$ cat src/rtl/bbb_pdm_frame_packer.sv
// PDM frame packer: shifts per-microphone PDM bits into WORD_WIDTH words, double-buffers
// one completed frame and streams it one channel word per cycle over valid/ready.
module bbb_pdm_frame_packer #(
    parameter int unsigned  NUM_ROWS   = 5,
    parameter int unsigned  NUM_COLS   = 8,
    parameter int unsigned  WORD_WIDTH = 16,
    localparam int unsigned NUM_CH     = NUM_ROWS * NUM_COLS,
    localparam int unsigned CH_WIDTH   = $clog2(NUM_CH)
) (
    input  logic                               clk,
    input  logic                               reset_n,
    input  logic                               enable,
    input  logic                               sample_valid,
    input  logic [NUM_COLS-1:0][NUM_ROWS-1:0]  sample_in,
    output logic                               out_valid,
    input  logic                               out_ready,
    output logic [WORD_WIDTH-1:0]              out_data,
    output logic [CH_WIDTH-1:0]                out_chan,
    output logic                               out_last,
    output logic                               overflow,
    input  logic                               clear_ovf
);

    localparam int unsigned          CNT_WIDTH = $clog2(WORD_WIDTH);
    localparam logic [CNT_WIDTH-1:0] CNT_LAST  = CNT_WIDTH'(WORD_WIDTH - 1);
    localparam logic [CH_WIDTH-1:0]  CH_LAST   = CH_WIDTH'(NUM_CH - 1);

    typedef enum logic {
        ST_IDLE  = 1'b0,
        ST_DRAIN = 1'b1
    } state_t;

    state_t                 state_q;
    state_t                 state_nx;
    logic [CH_WIDTH-1:0]    ch_nx;
    logic                   out_valid_nx;
    logic                   out_last_nx;
    logic [WORD_WIDTH-1:0]  out_data_nx;

    logic [CNT_WIDTH-1:0]   bit_cnt;
    logic                   buf_full;
    logic [NUM_CH-1:0]      sample_flat;
    logic [WORD_WIDTH-1:0]  shreg     [NUM_CH];
    logic [WORD_WIDTH-1:0]  new_word  [NUM_CH];
    logic [WORD_WIDTH-1:0]  frame_buf [NUM_CH];

    logic accept;
    logic frame_done;
    logic handshake;
    logic last_hs;
    logic buf_free;
    logic load;
    logic drop;

    // Channel index is col*NUM_ROWS + row
    for (genvar c = 0; c < NUM_COLS; c++) begin : g_col
        for (genvar r = 0; r < NUM_ROWS; r++) begin : g_row
            assign sample_flat[c*NUM_ROWS + r] = sample_in[c][r];
        end
    end

    for (genvar i = 0; i < NUM_CH; i++) begin : g_word
        assign new_word[i] = {shreg[i][WORD_WIDTH-2:0], sample_flat[i]};
    end

    assign accept     = sample_valid && enable;
    assign frame_done = accept && (bit_cnt == CNT_LAST);
    assign handshake  = out_valid && out_ready;
    assign last_hs    = handshake && out_last;
    // A buffer whose final word is being accepted this cycle counts as free
    assign buf_free   = !buf_full || last_hs;
    assign load       = frame_done && buf_free;
    assign drop       = frame_done && !buf_free;

    // Drain FSM next-state and next registered outputs
    always_comb begin
        state_nx = state_q;
        ch_nx    = out_chan;
        case (state_q)
            ST_IDLE: begin
                if (load || buf_full) begin
                    state_nx = ST_DRAIN;
                    ch_nx    = '0;
                end
            end
            ST_DRAIN: begin
                if (handshake) begin
                    if (out_chan != CH_LAST) begin
                        ch_nx = out_chan + CH_WIDTH'(1);
                    end else if (load) begin
                        ch_nx = '0;
                    end else begin
                        state_nx = ST_IDLE;
                        ch_nx    = '0;
                    end
                end
            end
            default: begin
                state_nx = ST_IDLE;
                ch_nx    = '0;
            end
        endcase

        out_valid_nx = (state_nx == ST_DRAIN);
        out_last_nx  = out_valid_nx && (ch_nx == CH_LAST);
        out_data_nx  = '0;
        if (out_valid_nx) begin
            out_data_nx = load ? new_word[0] : frame_buf[ch_nx];
        end
    end

    always_ff @(posedge clk) begin
        if (!reset_n) begin
            state_q   <= ST_IDLE;
            out_valid <= 1'b0;
            out_data  <= '0;
            out_chan  <= '0;
            out_last  <= 1'b0;
            overflow  <= 1'b0;
            buf_full  <= 1'b0;
            bit_cnt   <= '0;
        end else begin
            state_q   <= state_nx;
            out_valid <= out_valid_nx;
            out_data  <= out_data_nx;
            out_chan  <= ch_nx;
            out_last  <= out_last_nx;

            if (drop) begin
                overflow <= 1'b1;
            end else if (clear_ovf) begin
                overflow <= 1'b0;
            end

            if (load) begin
                buf_full <= 1'b1;
            end else if (last_hs) begin
                buf_full <= 1'b0;
            end

            // Disabling discards any partial word
            if (!enable) begin
                bit_cnt <= '0;
            end else if (sample_valid) begin
                bit_cnt <= (bit_cnt == CNT_LAST) ? '0 : bit_cnt + CNT_WIDTH'(1);
            end
        end
    end

    always_ff @(posedge clk) begin
        if (!reset_n) begin
            shreg     <= '{default: '0};
            frame_buf <= '{default: '0};
        end else begin
            if (accept) begin
                shreg <= new_word;
            end
            if (load) begin
                frame_buf <= new_word;
            end
        end
    end

endmodule

$ cat config.mk
export PLATFORM = sky130hd
export DESIGN_NAME = bbb_pdm_frame_packer
export DESIGN_NICKNAME = d
export VERILOG_FILES = /design/src/rtl/bbb_pdm_frame_packer.sv
export SDC_FILE = /design/constraint.sdc
export NUM_CORES = 2
export LEC_CHECK = 0
export CAP_MARGIN = 10
export CORE_MARGIN = 2
export CORE_UTILIZATION = 62
export CTS_BUF_LIST = sky130_fd_sc_hd__clkbuf_8
export DETAILED_ROUTE_END_ITERATION = 16
export PLACE_DENSITY_LB_ADDON = 0.12
export SYNTH_ARGS = -nofsm -noshare
export SYNTH_HDL_FRONTEND = slang
export SYNTH_SLANG_ARGS = --single-unit
$ cat constraint.sdc
create_clock -name clk -period 2.9 [get_ports clk]
set_input_delay 0.58 -clock clk [delete_from_list [all_inputs] [get_ports clk]]
set_output_delay 0.58 -clock clk [all_outputs]
set_load 0.05 [all_outputs]
## After elaboration in Yosys (flattened, before gate mapping)

Index checks and enable logic that the tools add are counted.

| operators by class | value |
|---|---|
| add/sub/neg operators | 2 |
| order comparisons | 1 |
| eq/ne operators | 3 |
| mux-type cells | 18 |
| bitwise gates (word level) | 2 |
| reductions and logical operators | 15 |

Operator list:

| operator | number |
|---|---|
| $bmux 16 s6 | 1 |
| $mux 16 | 3 |
| $mux 6 | 3 |
| $pmux 6 s2 | 1 |
| $mux 1 | 8 |
| $ge 7x7->1 const B | 1 |
| $logic_and 1x1->1 | 7 |
| $not 6->7 | 1 |
| $add 6x1->6 const B | 1 |
| $eq 6x6->1 const B | 1 |
| $ne 6x6->1 const B | 1 |
| $add 4x1->4 const B | 1 |
| $eq 4x4->1 const B | 1 |
| $mux 4 | 1 |
| $reduce_and 2->1 | 2 |
| $reduce_bool 2->1 | 2 |
| $logic_not 1->1 | 2 |
| $logic_or 1x1->1 | 2 |
| $pmux 1 s2 | 1 |
| $not 1->1 | 1 |

| storage, ports and cells | value |
|---|---|
| register bits after elaboration | 1,270 |
| input bits | 46 |

## Logic depth before layout (Yosys ltp)

| depth | value |
|---|---|
| word-level depth | 12 |
| depth in mapped cells | 12 |

## Worst setup path after synthesis

Ideal clock, no wire load.

| timing | value |
|---|---|
| kind | flip-flop to flip-flop |
| start point | register out_chan[1] |
| end point | register out_data[6] |
| library setup time | 131 ps |
| arrival time | 2,721 ps |
| path slack | 48 ps |
| stages on the path, launching flop included | 11 |
| buffers on the path | 2 |
| clock period less this slack | 2,852 ps |
| cell sequence | dfxtp_1 > ha_1 > mux2_4 > and2_1 > buf_6 > clkbuf_1 > or3_1 > a21oi_1 > a211oi_1 > o311ai_0 > o311ai_1 |

| on the way | value |
|---|---|
| word-level cells in the longest chain between the ends | 9 |
| elaborated cells on any way between the ends | 15 |
| those cells by class | add/sub: 1; eq/ne: 1; mux: 11; bitwise: 1; reduce/logical: 1 |

Ends and longest elaborated chain:

| item | RTL line | text |
|---|---|---|
| start: declaration | 18 | `output logic [CH_WIDTH-1:0] out_chan,` |
| start signal: assignment | 126 | `out_chan <= ch_nx;` |
| $add 6x1->6 / $ne 6x6->1 (equally long branches) | 89, 88 |  |
| $mux 6 | 88 | `if (out_chan != CH_LAST) begin` |
| $mux 6 | 87 | `if (handshake) begin` |
| $pmux 6 s2 | 79 | `case (state_q)` |
| $not 6->7 (implied by the code) | 108 | `out_data_nx = load ? new_word[0] : frame_buf[ch_nx];` |
| $bmux 16 s6 | 108 |  |
| $mux 16 (implied by the code) (2 in series) | 108 |  |
| $mux 16 | 108 |  |
| end signal: assignment | 125 | `out_data <= out_data_nx;` |
| end: declaration | 17 | `output logic [WORD_WIDTH-1:0] out_data,` |

Several ways; a longest one is shown, not always the timed one. The select of a mux whose other input is x is not followed.
A chain may end at the register's enable or synchronous reset.

## Worst setup path in the final report

| timing | value |
|---|---|
| start point | register out_chan[0] |
| end point | register out_data[6] |

Same word-level chain as after synthesis.

==> run summary <==
# setup viols final: 0
First-pass GRT wire length: 226 mm
VDD IR-drop max: 0.000619 V
CP Capture Type: flip-flop
Placed insts: 7502
Root Driver: clkbuf_8
Clock transition at path regs: 0.07 ns
DP Worst Slack: -0.874 ns
CTS Buf Count: 199
Post-DP HPWL: 89.8 mm
Final std cells w/o fill: 7871
# IOs: 71
Crit path capture: out_data[6]
Sink Count: 1270
Arrival time of the worst setup path: 3.65 ns
Final hold viol count: 0
Critical path required time: 3.70 ns
Clock Path Buffers: 3
Die Ht: 296 um
Die area: 87700 um2
CP max FO: 11
Synthesized instance count: 6544
Setup crit start: out_chan[0]
Largest net degree at the start of global routing: 256
I/O Buffers: 70
CTS tree: done
Sum Neg Setup Slack: 0 ns
Commonest non-fill, non-tap cell in the layout: nand2_1
Nets: 6614
Most frequent cells in the layout: nand2_1 (2619), dfxtp_1 (1269), a21boi_0 (1244)
Worst R2R End: out_data[6]
Clock latency on the worst-skew pair: 0.89 ns
RR Startpoint: out_chan[0]
Htree depth: 4
Leakage power: 0.0208 uW
Setup crit start kind: flip-flop
Number of flops mapped to enable cells by yosys: 0
Max-slew violations: 0
Global Route Usage Sum: 31.9%
Fmax: 350 MHz
Post-route ant nets: 0
DRC errors left: 0
FF+latch count, synth: 1270
Drt initial violations: 4179
R2r worst-path depth: 11
Post-DR vias/cell: 5.76
Die X: 296 um
Final wirelength: 143 mm
Critical Setup Path Class: reg2reg
Cell row count: 107
Via count: 45.4k
Syn_nets: 6592
Pwr Total: 33500 uW
Final Cycle Share: 98.4%
Initial Utilization: 62.4%
Layout cells sized above 1: 9.62%
Max cap viols: 0
Post-synthesis sequential area ratio: 48.0%
Mapped cell area: 52900 um2
Antenna violations before repair: 3
Number of global-route vias before repair: 41.7k
P&R area growth vs syn: 13.7%
Primary FF master, synth: dfxtp_1
Worst setup margin: 0.0453 ns
Final Skew: 0.0341 ns
Async SR Flop Fraction: 0%
Reg-to-reg slack, setup: 0.05 ns
Rel. slew slack: 20.4%
Filler cells: 6964
Slew @ Worst Pin: 1.19 ns
DRT Pass-1 Iters: 5
Drt wl/cell: 18.2 um
Core ar.: 84900 um2
Yosys warns: 0
Minimum clock period: 2.85 ns
HP Class: in2reg
GR Overflow Total: 0
Status: finished, final reports clean
Pwr dens: 556 nW/um2
Syn avg cell area: 8.09 um2
Final Wtd Congestion: 0.894
Netlist cell types: 63
[stage by stage]
step	instance area [um2]	hold slack [ns]	util, %
after CTS	60000	0.233	70.7
after global placement	55900	0.446	65.9
after global routing	60200	0.277	70.9
final	60200	0.292	70.9
after floorplan	52900	0.439	-
after detailed placement	55900	0.453	65.9
[metal layers]
metal | share of wire, % | vias up | track usage, %
met1 | 46 | 21738 | 45.5
met2 | 45 | 1379 | 49.0
met3 | 6.4 | 253 | 4.75
met5 | 0.013 | - | 0
li1 | - | 21990 | -
met4 | 3.0 | 4 | 11.3
[layout make-up]
cell class	count	area, um2	area share, %
diodes	2	5.00	0.00832
clock inverters	107	522	0.867
well taps	1144	1430	2.38
clock buffers	253	3480	5.79
multi-input cells	4705	25400	42.2
repair buffers	386	3890	6.46
flip-flops and latches	1270	25400	42.2
inverters	4	15.0	0.0249
[Yosys cell counts, types with 20 or more instances]
master    number  area (um2)
and3_1       177        1110
mux2i_1       64         641
clkbuf_1     444        1670
a21boi_0    1244        9340
o21ai_0       35         175
o211ai_1      50         375
a21oi_1       36         180
buf_2         94         470
a211oi_1     222        1670
a31oi_1       45         282
o311ai_1      20         175
nand2_1     2623        9850
nand3_1       29         145
dfxtp_1     1270       25400
[worst min path at each step]
stage	start	to	slack [ns]	cells past startpoint
global placement	frame_buf[174]	frame_buf[174]	0.45	2
CTS	sample_in[35]	frame_buf[64]	0.23	3
global route	sample_in[35]	new_word[65]	0.28	3
finish	sample_in[35]	frame_buf[64]	0.29	3
detailed placement	frame_buf[380]	frame_buf[380]	0.45	2
floorplan	frame_buf[100]	frame_buf[100]	0.44	2
[worst max-delay path, stage by stage, from the launching register on]
cell and delay (ns):
dfxtp_1 0.35, ha_4 0.26, mux2_4 0.17, nand2_4 0.07, buf_4 0.17, nand2_8 0.15
buf_6 0.22, buf_4 0.21, a211oi_1 0.10, o211ai_1 0.42, o2111ai_1 0.30, o311ai_1 0.32
[sequential cells by signal, summed over array words and instances, names as in the netlist]
| signal | cells |
|---|---|
| out_data | 16 |
| overflow | 1 |
| state_q | 1 |
| new_word | 600 |
| frame_buf | 640 |
| bit_cnt | 4 |
| out_chan | 6 |
| buf_full | 1 |
| out_last | 1 |
[what timing repair did]
| action | in CTS | in global routing |
|---|---|---|
| pin swaps | 1 | 9 |
| gates cloned | 0 | 1 |
| hold buffers | 1 | 0 |
| hold endpoints to repair | 14 | 0 |
| buffers inserted | 1 | 4 |
| endpoints found under the setup margin | 18 | 17 |
| gates resized for setup | 22 | 29 |
[logic make-up (layout without fill, tap and decap cells)]
| logic type | count (synthesis) | in the layout | share of synthesized area, % |
|---|---|---|---|
| xor+xnor | 4 | 4 | 0.0662 |
| mux | 66 | 66 | 1.26 |
| simple gates | 2882 | 2882 | 21.6 |
| fa+ha+maj | 2 | 2 | 0.0473 |
| other cells | 0 | 2 | 0 |
| compound gates | 1751 | 1751 | 24.5 |
| buf+inv | 569 | 750 | 4.44 |
| flops | 1270 | 1270 | 48.0 |
[power breakdown]
part / internal, uW / switching (uW)
logic: 331 / 564
clock network: 7980 / 7090
registers: 17500 / 32.4
Power figures use the tool's default switching activity.
